File: src/rtl/serial_subtractor.sv
// serial_subtractor: bit-serial A - B over WIDTH cycles with borrow and overflow flags
module serial_subtractor #(
  parameter int WIDTH = 8
) (
  input  logic             clk,
  input  logic             rst_n,
  input  logic             start,
  input  logic [WIDTH-1:0] in_A,
  input  logic [WIDTH-1:0] in_B,
  output logic             busy,
  output logic             done,
  output logic [WIDTH-1:0] diff_out,
  output logic             borrow_out,
  output logic             overflow_out
);
  localparam int CW = $clog2(WIDTH);
  localparam logic [1:0] S_IDLE = 2'd0;
  localparam logic [1:0] S_RUN  = 2'd1;
  localparam logic [1:0] S_DONE = 2'd2;
  logic [1:0]       state;
  logic [WIDTH-1:0] a_sr, b_sr, r_sr;
  logic [CW-1:0]    cnt;
  logic             bor, d, bout;
  assign d    = a_sr[0] ^ b_sr[0] ^ bor;
  assign bout = (~a_sr[0] & b_sr[0]) | (~(a_sr[0] ^ b_sr[0]) & bor);
  assign busy = state != S_IDLE;
  assign done = state == S_DONE;
  always_ff @(posedge clk or negedge rst_n) begin
    if (!rst_n) begin
      state        <= S_IDLE;
      a_sr         <= '0;
      b_sr         <= '0;
      r_sr         <= '0;
      cnt          <= '0;
      bor          <= 1'b0;
      diff_out     <= '0;
      borrow_out   <= 1'b0;
      overflow_out <= 1'b0;
    end else if (state == S_IDLE) begin
      if (start) begin
        a_sr  <= in_A;
        b_sr  <= in_B;
        bor   <= 1'b0;
        cnt   <= '0;
        state <= S_RUN;
      end
    end else if (state == S_RUN) begin
      a_sr <= {1'b0, a_sr[WIDTH-1:1]};
      b_sr <= {1'b0, b_sr[WIDTH-1:1]};
      r_sr <= {d, r_sr[WIDTH-1:1]};
      bor  <= bout;
      cnt  <= cnt + 1'b1;
      // On the last bit a_sr[0]/b_sr[0] are the original sign bits
      if (cnt == CW'(WIDTH - 1)) begin
        state        <= S_DONE;
        diff_out     <= {d, r_sr[WIDTH-1:1]};
        borrow_out   <= bout;
        overflow_out <= (a_sr[0] ^ b_sr[0]) & (d ^ a_sr[0]);
      end
    end else begin
      state <= S_IDLE;
    end
  end
endmodule

File: config.mk
export PLATFORM = sky130hd
export DESIGN_NAME = serial_subtractor
export DESIGN_NICKNAME = d
export VERILOG_FILES = /design/src/rtl/serial_subtractor.sv
export SDC_FILE = /design/constraint.sdc
export NUM_CORES = 1
export LEC_CHECK = 0
export BUFFER_PORTS_ARGS = -buffer_cell sky130_fd_sc_hd__clkbuf_2
export CORE_UTILIZATION = 25
export CTS_CLUSTER_SIZE = 25
export DETAILED_ROUTE_END_ITERATION = 10
export HOLD_SLACK_MARGIN = 0.05
export PLACE_DENSITY = 0.44
export SLEW_MARGIN = 10
export SYNTH_ARGS = -nofsm -noshare
export SYNTH_HDL_FRONTEND = slang
export SYNTH_SLANG_ARGS = --single-unit
File: constraint.sdc
create_clock -name clk -period 2.2 [get_ports clk]
set_input_delay 0.44 -clock clk [delete_from_list [all_inputs] [get_ports clk]]
set_output_delay 0.44 -clock clk [all_outputs]
set_load 0.02 [all_outputs]
# Word level (Yosys, flattened, before mapping)
# Index checks and enable logic that the tools add are counted.
# W data, S select, Z words.
dict set report word_totals {
  reg_bits 40
  elab_cells 48
}
dict set report classes {
  add_sub_neg 1
  eq_ne 5
  mux 16
  bitwise_logic 10
  reduce_logical 7
}
# operator n
set ops {}
lappend ops {{$mux W8} 6}
lappend ops {{$mux W3} 3}
lappend ops {{$mux W2} 4}
lappend ops {{$reduce_and A2 Y1} 3}
lappend ops {{$reduce_bool A2 Y1} 2}
lappend ops {{$add A3 B1 Y3 const B} 1}
lappend ops {{$and A1 B1 Y1} 3}
lappend ops {{$eq A3 B3 Y1 const B} 1}
lappend ops {{$mux W1} 3}
lappend ops {{$ne A3 B2 Y1 const B} 1}
lappend ops {{$not A1 Y1} 3}
lappend ops {{$reduce_and A3 Y1} 1}
lappend ops {{$xor A1 B1 Y1} 3}
lappend ops {{$eq A2 B1 Y1 const B} 1}
lappend ops {{$eq A2 B2 Y1 const B} 1}
lappend ops {{$logic_not A2 Y1} 1}
lappend ops {{$ne A2 B2 Y1 const B} 1}
lappend ops {{$or A1 B1 Y1} 1}

# Depth between registers and ports, before layout
# Gate-level depths: netlist of run 1.
dict set report logic_depth {
  depth_word 6
  mapped_depth 5
  ltp_nobuf 4
}

# Least setup slack after synthesis of run 1
# Ideal clock, no wire load.
dict set report synth_timing {
  kind {flip-flop to output port}
  startpoint {register state[1]}
  endpoint {output done}
  arrival_time_ns 1.088
  required_time_ns 1.760
  slack_ns 0.672
  stages_incl_launch_ff 4
  path_buffers 2
  cell_sequence {dfrtp_1 -> buf_2 -> buf_2 -> nor2b_1}
}
dict set report synth_between {
  elab_chain_cells 1
}
# item line
set synth_rtl {}
lappend synth_rtl {{start: declaration} 20} ;# logic [1:0] state;
lappend synth_rtl {{start signal: assignment} 30} ;# state <= S_IDLE;
lappend synth_rtl {{start signal: assignment} 45} ;# state <= S_RUN;
lappend synth_rtl {{start signal: assignment} 55} ;# state <= S_DONE;
lappend synth_rtl {{$eq A2 B2 Y1} 27} ;# assign done = state == S_DONE;
lappend synth_rtl {{end: declaration} 11} ;# output logic done,
# Every way passes these cells.

# Worst setup path in the final report of run 1
dict set report layout_timing {
  startpoint {register state[0]}
  endpoint {output busy}
}
dict set report layout_between {
  elab_chain_cells 1
}
# item line
set layout_rtl {}
lappend layout_rtl {{$reduce_bool A2 Y1} 26} ;# assign busy = state != S_IDLE;
lappend layout_rtl {{end: declaration} 10} ;# output logic busy,
# Every way passes these cells.

==> results of run 1 <==
## through the flow
stage	setup WS, ns	power, µW
after floorplan	0.672	2160
after global placement	0.557	2430
after detailed placement	0.526	2470
after CTS	0.226	3100
after global routing	0.144	3320
final	0.251	3050
## flip-flops by register name, indices dropped and copies added (netlist names)
signal        cells
a_sr              8
b_sr              8
bor               1
borrow_out        1
cnt               3
diff_out          8
overflow_out      1
r_sr              7
state             2
## final cells by class
cell class | count | area, µm²
clock inverters | 2 | 35.0
multi-input cells | 72 | 692
flip-flops and latches | 39 | 976
clock buffers | 6 | 82.6
fillers | 723 | 4700
inverters | 11 | 41.3
well taps | 96 | 120
repair buffers | 35 | 188
## per-layer routing
layer | up-vias | wire (µm) | share of wire (%)
met5 | - | 0 | 0
met4 | 0 | 10 | 0.28
li1 | 553 | - | -
met1 | 607 | 1720 | 48
met3 | 2 | 190 | 5.3
met2 | 28 | 1640 | 46
## synthesized netlist by cell type
cell type,count,area [µm²]
or2_2,2,12.5
a21oi_1,1,5.00
o21ba_2,1,10.0
nand3b_1,2,15.0
a22o_1,3,26.3
buf_6,2,22.5
nor4b_1,7,61.3
nor2b_1,3,18.8
nor3b_1,1,7.51
nand2_1,1,3.75
inv_1,11,41.3
fa_1,1,20.0
a211o_1,1,8.76
buf_2,7,35.0
xnor2_1,1,8.76
o221ai_1,1,8.76
ha_1,3,37.5
mux2i_1,3,30.0
o21bai_2,1,11.3
a32o_1,1,10.0
o221a_2,7,78.8
nor4bb_1,1,10.0
a221oi_1,7,61.3
dfrtp_1,39,976
mux2_2,14,158
clkbuf_1,2,7.51
or4b_1,7,70.1
nand2b_1,3,18.8
## report_power, final
group	internal, µW	switching, µW	total (µW)
Combinational	591	575	1170
Sequential	1050	210	1260
Clock	367	251	618
Total	2010	1040	3050
## path summary, 6_finish.rpt
check,start,to,slack [ns],cells past startpoint
max in group asynchronous,rst_n,b_sr[2],1.65,2
min reg2reg,cnt[0],cnt[0],0.48,1
max,state[0],busy,0.25,3
max reg2reg,cnt[0],diff_out[1],0.55,4
min in group clk,in_A[7],a_sr[7],0.46,3
min,rst_n,diff_out[6],0.20,2
## kinds of logic (layout without fill, tap and decap cells)
family                   Yosys count  after routing  share of synthesized area, %
AO/OA/AOI/OAI                     23             23                          12.4
buffers and inverters             22             54                          5.99
adder cells (fa/ha/maj)            4              4                          3.24
multiplexers                      17             17                          10.6
flip-flops                        39             39                          55.0
XOR/XNOR                           1              1                         0.494
AND/OR/NAND/NOR                   27             27                          12.3
==> results_dict.tcl, run 1 <==
set metrics [dict create \
    use_met2_pct 17.3 \
    postSynthAreaPerCell_um2 13.3 \
    setup_tns_ns 0 \
    grt_overflow 0 \
    start_kind "flip-flop" \
    worstSetupPathType "flip-flop to primary output" \
    yosys_register_bits 39 \
    postCtsResizedCells 0 \
    dp.cells 253 \
    nets 187 \
    gr-max-usage-layer "met2" \
    rows 30 \
    stdcell_area_um2 2130 \
    postRouteAntennaNets 0 \
    yosys_warnings 0 \
    hold_buffers 0 \
    antenna_cells 0 \
    worst_slew_pin_slew_ns 0.635 \
    ys_seq_area_share_pct 55.0 \
    use_met1_pct 14.1 \
    numCtsBuffers 5 \
    numClockSinks 39 \
    setup.worst_path.end_class "primary output" \
    grt_start_max_net_pins 40 \
    finalNonFillerCells 261 \
    post-route-min-period_ns 1.95 \
    grt_pass1_wl_um 6240 \
    grt_pass1_vias 1257 \
    rsz0062_at_grt "false" \
    clock-root-buffer "clkbuf_8" \
    slew_viol_final 0 \
    finalCritPeriodShare_pct 88.6 \
    max_freq_mhz 513 \
    cts_buffer_depth 2 \
    cts.reportedPaths.clkPinSlew_ns 0.08 \
    hold_violations 0 \
    netlist_area_um2 1770 \
    required_ns 1.76 \
    die-area_um2 7440 \
    syn_to_final_growth_pct 20.3 \
    grt_util_all_layers_pct 10.9 \
    pin_count 31 \
    route.detailed.drc 0 \
    grtUsageMet3_pct 4.00 \
    layout_common_cells "dfrtp_1, clkbuf_2, mux2_2" \
    cts_tree "built" \
    status "completed" \
    drv_cap 0 \
    setup_viol 0 \
    detail_route.wl_per_cell_um 13.6 \
    synth_cells 133 \
    pwr_density_cell_nw_per_um2 1430 \
    dp_hpwl_um 2430 \
    drive_above_1_share_pct 41.2 \
    antenna_found_initial 0 \
    hold_path_class "input port to asynchronous set/reset pin" \
    dpl_cell_area_um2 2020 \
    cp_slowest_stage_delay_ns 0.53 \
    cp_slowest_cell "dfrtp_1" \
    slew_headroom_pct 57.6 \
    critical_path.top_delay_family "flip-flops" \
    drt-initial-drc-count 65 \
    cp.arrival_ns 1.51 \
    h-tree-depth 2 \
    cp_cell_sequence "buf_4 > or2_2 > clkbuf_2" \
    critical_path.max_fanout 15 \
    die_h_um 86.2 \
    ir_drop_mv 0.466 \
    skew_ns 0.00706 \
    drt-total-wl_um 3560 \
    initial_core_util_pct 26.0 \
    coreArea_um2 6830 \
    vias_per_cell 4.56 \
    holdWs_ns 0.200 \
    postCtsSetupBuffers 0 \
    final_common_cell "dfrtp_1" \
    place.gp.congestion 0.697 \
    postSynthNetCount 156 \
    vias 1190 \
    p_leak_uw 0.000961 \
    first_pass_iters 4 \
    path_buf_inv 2 \
    synth_cell_types 28 \
    finish.utilization_pct 31.2 \
    die_width_um 86.2 \
    clk_latency_ns 0.29 \
    portBuffers 30 \
]
(Power assumes the default switching activity.)
==> run 2: changes to the inputs <==
--- a/config.mk
+++ b/config.mk
@@ -11,6 +11,7 @@
 export DETAILED_ROUTE_END_ITERATION = 10
 export HOLD_SLACK_MARGIN = 0.05
 export PLACE_DENSITY = 0.44
+export SETUP_SLACK_MARGIN = 0.4
 export SLEW_MARGIN = 10
 export SYNTH_ARGS = -nofsm -noshare
 export SYNTH_HDL_FRONTEND = slang
==> run 2 against run 1 <==
Effect of this change:
- clock power is 0.6% higher
- utilization up 1.1 points
- critical path depth did not move
- combinational power up 7%
- hold slack better by 0.0022 ns
- via count grew 0.42%
- register-to-register slack is essentially flat
- critical endpoint unchanged
- largest cell class unchanged
- largest power group unchanged
==> results_dict.tcl, run 2 (same netlist as run 1, synthesis figures left out) <==
set metrics [dict create \
    slew_viol_final 0 \
    portBuffers 30 \
    p_comb_share_pct 40.1 \
    h-tree-depth 2 \
    cp.arrival_ns 1.30 \
    initial_core_util_pct 26.0 \
    reg2reg_slack_ns 0.55 \
    cp_slowest_stage_delay_ns 0.44 \
    reg2reg_from "cnt[0]" \
    p_sw_share_pct 33.8 \
    post-route-min-period_ns 1.74 \
    dpl_cell_area_um2 2020 \
    drt-initial-drc-count 68 \
    pin_count 31 \
    nets 191 \
    die_width_um 86.2 \
    route.detailed.drc 0 \
    setup_tns_ns 0 \
    antenna_cells 0 \
    wl_met3_um 202 \
    vias 1195 \
    cts_buffer_depth 2 \
    grt_util_all_layers_pct 11.0 \
    drt-total-wl_um 3710 \
    p_int_uw 2070 \
    worstRegToRegCells 4 \
    dp_hpwl_um 2430 \
    numCtsBuffers 5 \
    pwr-share-clk_pct 19.9 \
    grt_start_max_net_pins 40 \
    place.gp.congestion 0.697 \
    worstSetupPathType "flip-flop to primary output" \
    critical_path.max_fanout 10 \
    cp_slowest_cell "dfrtp_2" \
    r2r-end "diff_out[1]" \
    slew_headroom_pct 56.9 \
    max_freq_mhz 575 \
    clock-root-buffer "clkbuf_8" \
    cp_cell_sequence "buf_12 > or2_2 > buf_6" \
    status "completed" \
    wl_met1_um 1820 \
    stdcell_area_um2 2210 \
    worst_slew_pin_slew_ns 0.646 \
    multi_input_area_um2 692 \
    hold_path_class "input port to asynchronous set/reset pin" \
    final_common_cell "dfrtp_1" \
    fillers 719 \
    p_switching_uw 1060 \
    setup.worst_path.end_class "primary output" \
    layout_common_cells "dfrtp_1, clkbuf_2, mux2_2" \
    drive_above_1_share_pct 43.8 \
    numClockSinks 39 \
    p_leak_uw 0.000991 \
    required_ns 1.76 \
    die-area_um2 7440 \
    skew_ns 0.00914 \
    hold_buffers 0 \
    hold_violations 0 \
    rows 30 \
    grt_pass1_wl_um 6310 \
    grt_overflow 0 \
    syn_to_final_growth_pct 24.4 \
    cts_tree "built" \
    postRouteAntennaNets 0 \
    wl_met2_um 1670 \
    antenna_found_initial 0 \
    routed.top_layer "met4" \
    coreArea_um2 6830 \
    drv_cap 0 \
    finalCritPeriodShare_pct 79.0 \
    ff_latch_area_um2 978 \
    ir_drop_mv 0.531 \
    path_buf_inv 2 \
    setup_viol 0 \
    rsz0062_at_grt "false" \
    power_frac_seq_pct 39.9 \
    reg.largest.list "a_sr x8, b_sr x8, diff_out x8" \
    grt_pass1_vias 1250 \
    start_kind "flip-flop" \
    pwr_density_cell_nw_per_um2 1410 \
    critical_path.top_delay_family "flip-flops" \
    detail_route.wl_per_cell_um 14.0 \
    first_pass_iters 4 \
    cts.reportedPaths.clkPinSlew_ns 0.07 \
    clk_latency_ns 0.29 \
    vias_per_cell 4.51 \
    die_h_um 86.2 \
]
-- run 2: cell types whose count changed in the layout (fill, tap and decap cells not counted) --
| cell | before | now |
|---|---|---|
| clkbuf_16 | 0 | 1 |
| buf_6 | 0 | 2 |
| buf_4 | 5 | 6 |
| dfrtp_1 | 39 | 37 |
| buf_12 | 0 | 1 |
| dfrtp_2 | 0 | 2 |
| clkbuf_2 | 30 | 29 |
-- run 2: worst max-delay path by stage --
stage / cells after the start / end / start / slack (ns)
2_1_floorplan: 3 / done / state[1] / 0.67
6_report: 3 / busy / state[1] / 0.46
3_5_place_dp: 4 / diff_out[1] / cnt[0] / 0.53
4_1_cts: 3 / busy / state[0] / 0.42
3_3_place_gp: 4 / diff_out[0] / cnt[0] / 0.56
5_1_grt: 3 / busy / state[1] / 0.41
-- run 2: cell type report --
cell class,instances,area share (%)
sequential,39,44.3
clock inverter,2,1.59
inverter,11,1.87
tap,96,5.44
timing repair buffer,39,11.7
clock buffer,6,3.74
multi-input combinational,72,31.3
-- run 2: what timing repair did --
| item | in CTS | in global routing |
|---|---|---|
| gates cloned | 0 | 1 |
| setup endpoints to repair | 2 | 1 |
| gates resized for setup | 3 | 6 |
| setup buffers | 2 | 1 |
-- run 2: power by group through the flow --
| stage | Combinational [µW] | Clock (µW) | Sequential (µW) |
|---|---|---|---|
| detailed placement | 1190 | 0 | 1290 |
| global placement | 1160 | 0 | 1270 |
| finish | 1250 | 622 | 1250 |
| CTS | 1230 | 642 | 1250 |
| floorplan | 859 | 0 | 1300 |
| global route | 1410 | 685 | 1290 |
-- run 2: layer usage --
layer	vias to the layer above	track usage, %
met5	-	0
met4	0	2.73
met3	3	4.00
met2	30	16.8
met1	601	14.8
li1	561	-
-- run 2: per-stage QoR --
| stage | cells | util (%) | hold WS [ns] | worst slack (ns) | power, µW |
|---|---|---|---|---|---|
| 6_report | 265 | 32.3 | 0.202 | 0.462 | 3120 |
| 4_1_cts | 263 | 31.6 | 0.216 | 0.418 | 3120 |
| 3_5_place_dp | 253 | 29.5 | 0.480 | 0.526 | 2470 |
| 3_3_place_gp | 253 | 29.5 | 0.473 | 0.557 | 2430 |
| 2_1_floorplan | 133 | - | 0.144 | 0.672 | 2160 |
| 5_1_grt | 265 | 32.3 | 0.236 | 0.411 | 3390 |
